<file path="config.mk">
export PLATFORM = sky130hd
export DESIGN_NAME = mem_port_arbiter
export DESIGN_NICKNAME = d
export VERILOG_FILES = /design/src/rtl/riscv_pkg.sv /design/src/rtl/arb_watchdog.sv /design/src/rtl/mem_port_arbiter.sv
export SDC_FILE = /design/constraint.sdc
export NUM_CORES = 1
export LEC_CHECK = 0
export ABC_AREA = 1
export BUFFER_PORTS_ARGS = -buffer_cell sky130_fd_sc_hd__buf_2
export CORE_AREA = 2 2 171 139
export CTS_CLUSTER_SIZE = 16
export DETAILED_ROUTE_END_ITERATION = 6
export DIE_AREA = 0 0 173 141
export HOLD_SLACK_MARGIN = 0.05
export PLACE_DENSITY = 0.6
export SLEW_MARGIN = 20
export SYNTH_ARGS = -nofsm -noshare
export SYNTH_HDL_FRONTEND = slang
export SYNTH_SLANG_ARGS = --single-unit
</file>
<file path="constraint.sdc">
create_clock -name clk -period 16.4 [get_ports clk]
set_input_delay 4.92 -clock clk [delete_from_list [all_inputs] [get_ports clk]]
set_output_delay 4.92 -clock clk [all_outputs]
set_load 0.05 [all_outputs]
</file>
<file path="src/rtl/riscv_pkg.sv">
`default_nettype none
// ============================================================================
// Module   : riscv_pkg
// Brief    : Shared types and constants for the memory port arbiter.
// Revision : 1.0 - initial release
// ============================================================================
package riscv_pkg;

    typedef enum logic [1:0] {
        IDLE   = 2'd0,
        BUSY_I = 2'd1,
        BUSY_D = 2'd2,
        DONE   = 2'd3
    } arb_state_t;

    typedef enum logic [0:0] {
        GRANT_I = 1'b0,
        GRANT_D = 1'b1
    } grant_t;

    localparam logic [3:0] MEM_BE_FULL = 4'hF;

    function automatic logic is_busy(input arb_state_t s);
        return (s == BUSY_I) || (s == BUSY_D);
    endfunction

endpackage
`default_nettype wire

</file>
<file path="src/rtl/arb_watchdog.sv">
`default_nettype none
// ============================================================================
// Module   : arb_watchdog
// Brief    : Counts stalled cycles of a memory transaction; flags expiry.
// Revision : 1.0 - initial release
// ============================================================================
module arb_watchdog #(
    parameter int unsigned TIMEOUT = 64
) (
    input  logic clk,
    input  logic rst,
    input  logic run,
    input  logic clear,
    output logic expired
);

    generate
        if (TIMEOUT == 0) begin : g_disabled
            logic unused_inputs;
            assign unused_inputs = ^{clk, rst, run, clear};
            assign expired       = 1'b0;
        end else begin : g_enabled
            localparam int unsigned CNT_W = $clog2(TIMEOUT + 1);
            localparam logic [CNT_W-1:0] CNT_LAST = CNT_W'(TIMEOUT - 1);

            logic [CNT_W-1:0] count_q;
            logic [CNT_W-1:0] count_d;

            always_comb begin
                count_d = count_q;
                if (clear) begin
                    count_d = '0;
                end else if (run && (count_q != CNT_LAST)) begin
                    count_d = count_q + CNT_W'(1);
                end
            end

            always_ff @(posedge clk or posedge rst) begin
                if (rst) begin
                    count_q <= '0;
                end else begin
                    count_q <= count_d;
                end
            end

            // Expires during the TIMEOUT-th consecutive stalled cycle.
            assign expired = run && (count_q == CNT_LAST);
        end
    endgenerate

endmodule
`default_nettype wire

</file>
<file path="src/rtl/mem_port_arbiter.sv">
`default_nettype none
// ============================================================================
// Module   : mem_port_arbiter
// Brief    : Shares one memory bus between fetch and data; data-first with
//            a starvation guard and per-transaction watchdog.
// Revision : 1.0 - initial release
// ============================================================================
module mem_port_arbiter
    import riscv_pkg::*;
#(
    parameter int unsigned MAX_D_STREAK = 4,
    parameter int unsigned TIMEOUT      = 64
) (
    input  logic        clk,
    input  logic        rst,
    input  logic        if_req,
    input  logic [31:0] if_addr,
    output logic [31:0] if_rdata,
    output logic        if_valid,
    output logic        if_err,
    input  logic        d_req,
    input  logic        d_we,
    input  logic [31:0] d_addr,
    input  logic [31:0] d_wdata,
    input  logic [3:0]  d_be,
    output logic [31:0] d_rdata,
    output logic        d_valid,
    output logic        d_err,
    output logic        mem_req,
    output logic        mem_we,
    output logic [31:0] mem_addr,
    output logic [31:0] mem_wdata,
    output logic [3:0]  mem_be,
    input  logic [31:0] mem_rdata,
    input  logic        mem_ready
);

    localparam int unsigned STREAK_W = (MAX_D_STREAK > 0) ? $clog2(MAX_D_STREAK + 1) : 1;
    localparam logic [STREAK_W-1:0] STREAK_MAX = STREAK_W'(MAX_D_STREAK);

    arb_state_t          state_q,     state_d;
    grant_t              grant_q,     grant_d;
    logic [STREAK_W-1:0] streak_q,    streak_d;
    logic                mem_req_q,   mem_req_d;
    logic                mem_we_q,    mem_we_d;
    logic [31:0]         mem_addr_q,  mem_addr_d;
    logic [31:0]         mem_wdata_q, mem_wdata_d;
    logic [3:0]          mem_be_q,    mem_be_d;
    logic [31:0]         if_rdata_q,  if_rdata_d;
    logic [31:0]         d_rdata_q,   d_rdata_d;
    logic                if_valid_q,  if_valid_d;
    logic                if_err_q,    if_err_d;
    logic                d_valid_q,   d_valid_d;
    logic                d_err_q,     d_err_d;

    logic busy;
    logic grant_d_port;
    logic wd_expired;

    assign busy         = is_busy(state_q);
    assign grant_d_port = d_req && !(if_req && (streak_q == STREAK_MAX));

    arb_watchdog #(
        .TIMEOUT (TIMEOUT)
    ) u_watchdog (
        .clk     (clk),
        .rst     (rst),
        .run     (busy && !mem_ready),
        .clear   (!busy),
        .expired (wd_expired)
    );

    always_comb begin
        state_d     = state_q;
        grant_d     = grant_q;
        streak_d    = streak_q;
        mem_req_d   = mem_req_q;
        mem_we_d    = mem_we_q;
        mem_addr_d  = mem_addr_q;
        mem_wdata_d = mem_wdata_q;
        mem_be_d    = mem_be_q;
        if_rdata_d  = if_rdata_q;
        d_rdata_d   = d_rdata_q;
        if_valid_d  = 1'b0;
        if_err_d    = 1'b0;
        d_valid_d   = 1'b0;
        d_err_d     = 1'b0;

        case (state_q)
            IDLE: begin
                if (!if_req) begin
                    streak_d = '0;
                end
                if (grant_d_port) begin
                    state_d     = BUSY_D;
                    grant_d     = GRANT_D;
                    mem_req_d   = 1'b1;
                    mem_we_d    = d_we;
                    mem_addr_d  = d_addr;
                    mem_wdata_d = d_wdata;
                    mem_be_d    = d_we ? d_be : MEM_BE_FULL;
                    // A data grant with fetch pending implies streak is below the cap.
                    if (if_req) begin
                        streak_d = streak_q + STREAK_W'(1);
                    end
                end else if (if_req) begin
                    state_d     = BUSY_I;
                    grant_d     = GRANT_I;
                    streak_d    = '0;
                    mem_req_d   = 1'b1;
                    mem_we_d    = 1'b0;
                    mem_addr_d  = if_addr;
                    mem_wdata_d = '0;
                    mem_be_d    = MEM_BE_FULL;
                end
            end

            BUSY_I, BUSY_D: begin
                if (mem_ready) begin
                    state_d   = DONE;
                    mem_req_d = 1'b0;
                    if (grant_q == GRANT_I) begin
                        if_rdata_d = mem_rdata;
                        if_valid_d = 1'b1;
                    end else begin
                        if (!mem_we_q) begin
                            d_rdata_d = mem_rdata;
                        end
                        d_valid_d = 1'b1;
                    end
                end else if (wd_expired) begin
                    state_d   = DONE;
                    mem_req_d = 1'b0;
                    if (grant_q == GRANT_I) begin
                        if_rdata_d = '0;
                        if_valid_d = 1'b1;
                        if_err_d   = 1'b1;
                    end else begin
                        d_rdata_d = '0;
                        d_valid_d = 1'b1;
                        d_err_d   = 1'b1;
                    end
                end
            end

            DONE: begin
                state_d = IDLE;
            end

            default: begin
                state_d = IDLE;
            end
        endcase
    end

    always_ff @(posedge clk or posedge rst) begin
        if (rst) begin
            state_q     <= IDLE;
            grant_q     <= GRANT_I;
            streak_q    <= '0;
            mem_req_q   <= 1'b0;
            mem_we_q    <= 1'b0;
            mem_addr_q  <= '0;
            mem_wdata_q <= '0;
            mem_be_q    <= '0;
            if_rdata_q  <= '0;
            d_rdata_q   <= '0;
            if_valid_q  <= 1'b0;
            if_err_q    <= 1'b0;
            d_valid_q   <= 1'b0;
            d_err_q     <= 1'b0;
        end else begin
            state_q     <= state_d;
            grant_q     <= grant_d;
            streak_q    <= streak_d;
            mem_req_q   <= mem_req_d;
            mem_we_q    <= mem_we_d;
            mem_addr_q  <= mem_addr_d;
            mem_wdata_q <= mem_wdata_d;
            mem_be_q    <= mem_be_d;
            if_rdata_q  <= if_rdata_d;
            d_rdata_q   <= d_rdata_d;
            if_valid_q  <= if_valid_d;
            if_err_q    <= if_err_d;
            d_valid_q   <= d_valid_d;
            d_err_q     <= d_err_d;
        end
    end

    assign mem_req   = mem_req_q;
    assign mem_we    = mem_we_q;
    assign mem_addr  = mem_addr_q;
    assign mem_wdata = mem_wdata_q;
    assign mem_be    = mem_be_q;
    assign if_rdata  = if_rdata_q;
    assign if_valid  = if_valid_q;
    assign if_err    = if_err_q;
    assign d_rdata   = d_rdata_q;
    assign d_valid   = d_valid_q;
    assign d_err     = d_err_q;

endmodule
`default_nettype wire

</file>
After elaboration in Yosys (flattened, before gate mapping)
Cells that the tools add are included.
Word-level totals
  input port bits: 138
  flip-flop bits (word level): 151
  output and inout bits: 138
  word-level logic and storage cells: 91
Cells by class
  bitwise logic cells: 1
  reduce and logical (&&, ||, !) cells: 18
  eq/ne operators: 10
  multiplexer cells: 45
  add/sub/neg operators: 2
Operators with widths (count)
  2-to-1 mux 32 bit: 13
  2-to-1 mux 1 bit: 19
  2-to-1 mux 7 bit: 2
  2-to-1 mux 4 bit: 3
  2-to-1 mux 2 bit: 4
  adder 7 x 1 -> 7 bit (second input constant): 1
  == test 7 x 6 -> 1 bit (second input constant): 1
  != test 7 x 6 -> 1 bit (second input constant): 1
  2-to-1 mux 3 bit: 2
  one-hot mux 2 bit (3 select lines): 1
  AND reduction 3 bit: 2
  nonzero test 2 bit: 3
  logical AND 1 bit: 5
  == test 2 bit (second input constant): 2
  AND reduction 2 bit: 2
  AND reduction 4 bit: 1
  adder 3 x 1 -> 3 bit (second input constant): 1
  == test 3 bit (second input constant): 1
  != test 3 x 2 -> 1 bit (second input constant): 1
  != test 3 bit (second input constant): 1
  == test 2 x 1 -> 1 bit (second input constant): 1
  logical NOT 1 bit: 2
  logical NOT 2 bit: 1
  != test 2 x 1 -> 1 bit (second input constant): 1
  other kinds (5): 5

Longest topological paths before layout
  depth in word-level cells: 7
  gate-level depth with buffers: 11

Hierarchy
A second synthesis with hierarchy kept.
Unflattened totals
  cells, all modules: 806
  area, all modules: 6685.2 µm²
By module, submodules not included
  mem_port_arbiter: times used 1, cells each 751, area an instance 6283.5 µm²
  arb_watchdog: times used 1, cells each 55, area an instance 401.6 µm²

Least setup slack after synthesis
No wires, ideal clock.
  kind: input-to-reg
  start point: input mem_ready
  end point: register d_rdata_q[0], in the netlist d_rdata[0]
  setup time: 0.119 ns
  setup slack: 10.514 ns
  stages on the path: 8
  required time: 16.281 ns
  arrival: 5.767 ns
  buffers on the path: 2
  path through: buf_2 -> nor2_4 -> nand3_2 -> nand2_4 -> nand3_4 -> buf_6 -> nand2_1 -> nand2_1
Between the ends
  longest elaborated chain between the ends: 5
RTL lines
  from (decl): RTL line mem_port_arbiter.sv:35  | input logic mem_ready
  logical NOT 1 bit: RTL line mem_port_arbiter.sv:68  | .run (busy && !mem_ready),
  logical AND 1 bit: RTL line mem_port_arbiter.sv:68
  logical AND 1 bit: RTL line arb_watchdog.sv:47  | assign expired = run && (count_q == CNT_LAST);
  nonzero test 2 bit (no line)
  AND reduction 4 bit (no line)
  to (signal assigned): RTL line mem_port_arbiter.sv:182  | d_rdata_q <= d_rdata_d;
  to (decl): RTL line mem_port_arbiter.sv:50  | logic [31:0] d_rdata_q, d_rdata_d;
Parallel ways exist; a longest one is shown, timed or not.
A chain may end at the register's enable or synchronous reset.

Worst setup path after layout
  start point: input mem_ready
  end point: register if_rdata_q[30], in the netlist if_rdata[30]
Between the ends
  longest elaborated chain between the ends: 5
RTL lines
  logical NOT 1 bit: RTL line mem_port_arbiter.sv:68
  logical AND 1 bit: RTL line mem_port_arbiter.sv:68
  logical AND 1 bit: RTL line arb_watchdog.sv:47
  nonzero test 2 bit (no line)
  AND reduction 3 bit (no line)
  to (signal assigned): RTL line mem_port_arbiter.sv:181  | if_rdata_q <= if_rdata_d;
  to (decl): RTL line mem_port_arbiter.sv:49  | logic [31:0] if_rdata_q, if_rdata_d;
Parallel ways exist; a longest one is shown, timed or not.

==> metrics.cfg <==
[floorplanning]
die_y_um = 141
rows = 50
dieArea_mm2 = 0.02439
ioPinCount = 276
start_util_pct = 29.31
die_x_um = 173
core_region_area_mm2 = 0.02290

[cts]
post_cts_buffers = 0
clk_path_buf_depth = 2
cts_root_buffer = clkbuf_16
htree_levels = 4
cts_buffers = 17
worstSkewPairLatency_ns = 0.41
ctsHoldBuffers = 0
cts.sinks = 151
post_cts_resized = 0
cts_tree = done
cts.clk_slew.worst_paths_ns = 0.06

[route]
vias = 5862
drc_errors = 0
drt_first_pass_iters = 5
first_iter_violations = 444
ant_nets = 0
post_drt_wl_per_cell_um = 13.90
drt-vias-per-instance = 4.411
wirelength_um = 18470

[setup_path]
worstPathRequired_ns = 16.66
cp_slowest_cell = nand3_4
path_class = in -> reg
cpPeakStageDelay_ns = 0.75
cp_data_arrival_time_ns = 6.98
crit_chain = buf_2 > nor2_4 > nand2_2 > nand3_4 > nand2_1 > o21ai_2
worstPathMaxFanout = 65
end_kind = register
critPathLaunchType = input port

[placed_design]
placed_area_mm2 = 0.008235
gp_congestion = 0.7910
post-place-ws_ns = 9.255
hpwl_um = 12660
port_buffers = 275

[layout]
area_growth_pct = 31.75
nFillCells = 2414
final_cell_area_mm2 = 0.008841
drive_gt1_share_pct = 36.28
final_nets = 1147
antenna_cells = 0

[timing]
slew_viol_final = 0
tightest_slew_ns = 0.9874
period_minus_slack_ns = 6.717
slew_headroom_pct = 34.17
fin_skew_ns = 0.01149
rsz0062_at_grt = false
setup_ws_ns = 9.683
min_period_over_period_pct = 40.95
finalSetupViolations = 0
fin_setup_tns_ns = 0
hold_violations = 0
max_freq_mhz = 148.9

[synthesis]
yosys_most_used_dff = dfrtp_1
syn-num-nets = 894
netlist-cell-type-count = 29
synth-seq-area-share_pct = 56.31
synthCells = 751
synth_area_mm2 = 0.006710
synth_edf_count = 0
yosysWarnings = 0
syn_area_per_cell_um2 = 8.935
async_flop_share_pct = 100.0
ys_ff_latch = 151

[global_route]
antenna_found_initial = 0
first_global_vias = 5612
grt_use_total_pct = 15.17
grt_pass1_wl_um = 29720
globalRouteOverflowTotal = 0
grt_max_degree = 104

[power]
powerDensity_mw_per_mm2 = 232.5
pwr-share-seq_pct = 29.5
swShare_pct = 51.81
comb_power_share_pct = 51.1
total_leakage_power_nw = 4.788
clkPwrFrac_pct = 19.4
power.internal_w = 0.0009907
max-vdd-ir-drop_mv = 0.09974
p_switching_w = 0.001065

[status]
outcome = finished, final reports clean

[hold_path]
hold_path_class = reg -> reg

[flow_run]
timing.max_cap.violations = 0

==> path summary, 6_finish.rpt <==
| check | from | end | slack (ns) | cells past startpoint |
|---|---|---|---|---|
| max | mem_ready | if_rdata[30]$_DFFE_PP0P_ | 9.68 | 6 |
| min | d_rdata[12]$_DFFE_PP0P_ | d_rdata[12]$_DFFE_PP0P_ | 0.47 | 2 |
| max reg2reg | state_q[0]$_DFFE_PP0P_ | if_rdata[30]$_DFFE_PP0P_ | 13.78 | 8 |
| min reg2reg | d_rdata[12]$_DFFE_PP0P_ | d_rdata[12]$_DFFE_PP0P_ | 0.47 | 2 |
| max in group asynchronous | rst | mem_addr[7]$_DFFE_PP0P_ | 10.35 | 3 |
| min in group asynchronous | rst | if_rdata[5]$_DFFE_PP0P_ | 4.63 | 2 |
==> critical path, delay by kind of cell <==
family | cells | cell delay, ns
AOI/OAI and AO/OA | 1 | 0.08
buffers and inverters | 1 | 0.57
and+or+nand+nor | 4 | 1.38
==> kinds of logic after synthesis <==
kind of cell,Yosys count,synth area share [%]
adder cells (fa/ha/maj),5,0.9323
AND/OR/NAND/NOR,346,22.51
buffers and inverters,131,9.155
AO/OA/AOI/OAI,115,10.70
XOR/XNOR,3,0.3916
flip-flops,151,56.31
==> area by class of cell <==
| type | count | area (um^2) | share of cell area (%) |
|---|---|---|---|
| Clock buffer | 20 | 466.7 | 5.279 |
| Clock inverter | 12 | 138.9 | 1.571 |
| Inverter | 84 | 320.3 | 3.623 |
| Multi-Input combinational cell | 469 | 2325 | 26.29 |
| Sequential cell | 151 | 3779 | 42.74 |
| Tap cell | 312 | 390.4 | 4.416 |
| Timing Repair Buffer | 281 | 1421 | 16.08 |
==> cell usage in the layout (no fill, tap or decap), drive strengths merged <==
cell type	synthesis	final
nor2	56	56
xor2	1	1
nand3	25	25
nand2	233	233
clkinv	0	5
o21ai	75	75
o22ai	1	1
xnor2	2	2
dfrtp	151	151
inv	84	88
a21oi	6	6
bufinv	0	2
nand4	32	32
buf	34	281
clkinvlp	0	1
a31oi	32	32
a311oi	1	1
ha	5	5
clkbuf	13	20
==> synthesized netlist by cell type, types with 2 or more instances <==
master,number,area share (%)
nand2_1,211,12
dfrtp_1,151,56
inv_1,81,4.5
nor2_1,53,3.0
o21ai_0,43,3.2
a31oi_1,32,3.0
nand4_1,32,3.0
o21ai_2,23,3.0
nand3_1,22,1.6
nand2_2,21,2.0
buf_2,16,1.2
clkbuf_1,12,0.67
buf_4,9,1.0
buf_6,9,1.5
o21ai_1,9,0.67
a21oi_1,5,0.37
ha_1,5,0.93
inv_2,3,0.17
nand3_2,2,0.30
nor2_4,2,0.34
xnor2_1,2,0.26
==> layer usage <==
layer | vias up | wire (um) | GRT usage (%)
met3 | 20 | 958 | 4.207
li1 | 2916 | - | -
met5 | - | 0 | 0
met4 | 0 | 292 | 3.836
met1 | 2744 | 8667 | 20.85
met2 | 182 | 8548 | 23.68
==> through the flow <==
stage,hold WS [ns],total power (W),utilization [%],cells
global placement,0.4507,0.001657,35.97,1297
floorplan,0.4258,0.001447,-,751
CTS,0.4686,0.002081,38.61,1329
finish,0.4656,0.002056,38.61,1329
detailed placement,0.4527,0.001671,35.97,1297
global route,0.4913,0.002182,38.61,1329
==> registers in the layout, summed over array words and instances (netlist names), 2 cells and up <==
name / count
d_rdata: 32
mem_wdata: 32
mem_be: 4
state_q: 2
mem_addr: 32
u_watchdog.g_enabled.count_q: 7
streak_q: 3
if_rdata: 32
==> power groups by stage <==
| stage | sequential, W | clock, W | combinational [W] |
|---|---|---|---|
| final | 0.000606 | 0.000399 | 0.00105 |
| after global routing | 0.000626 | 0.000428 | 0.00113 |
| after CTS | 0.000607 | 0.000414 | 0.00106 |
| after detailed placement | 0.000611 | 0 | 0.00106 |
| after global placement | 0.000608 | 0 | 0.00105 |
| after floorplan | 0.00108 | 0 | 0.000363 |
(Power assumes the default switching activity.)
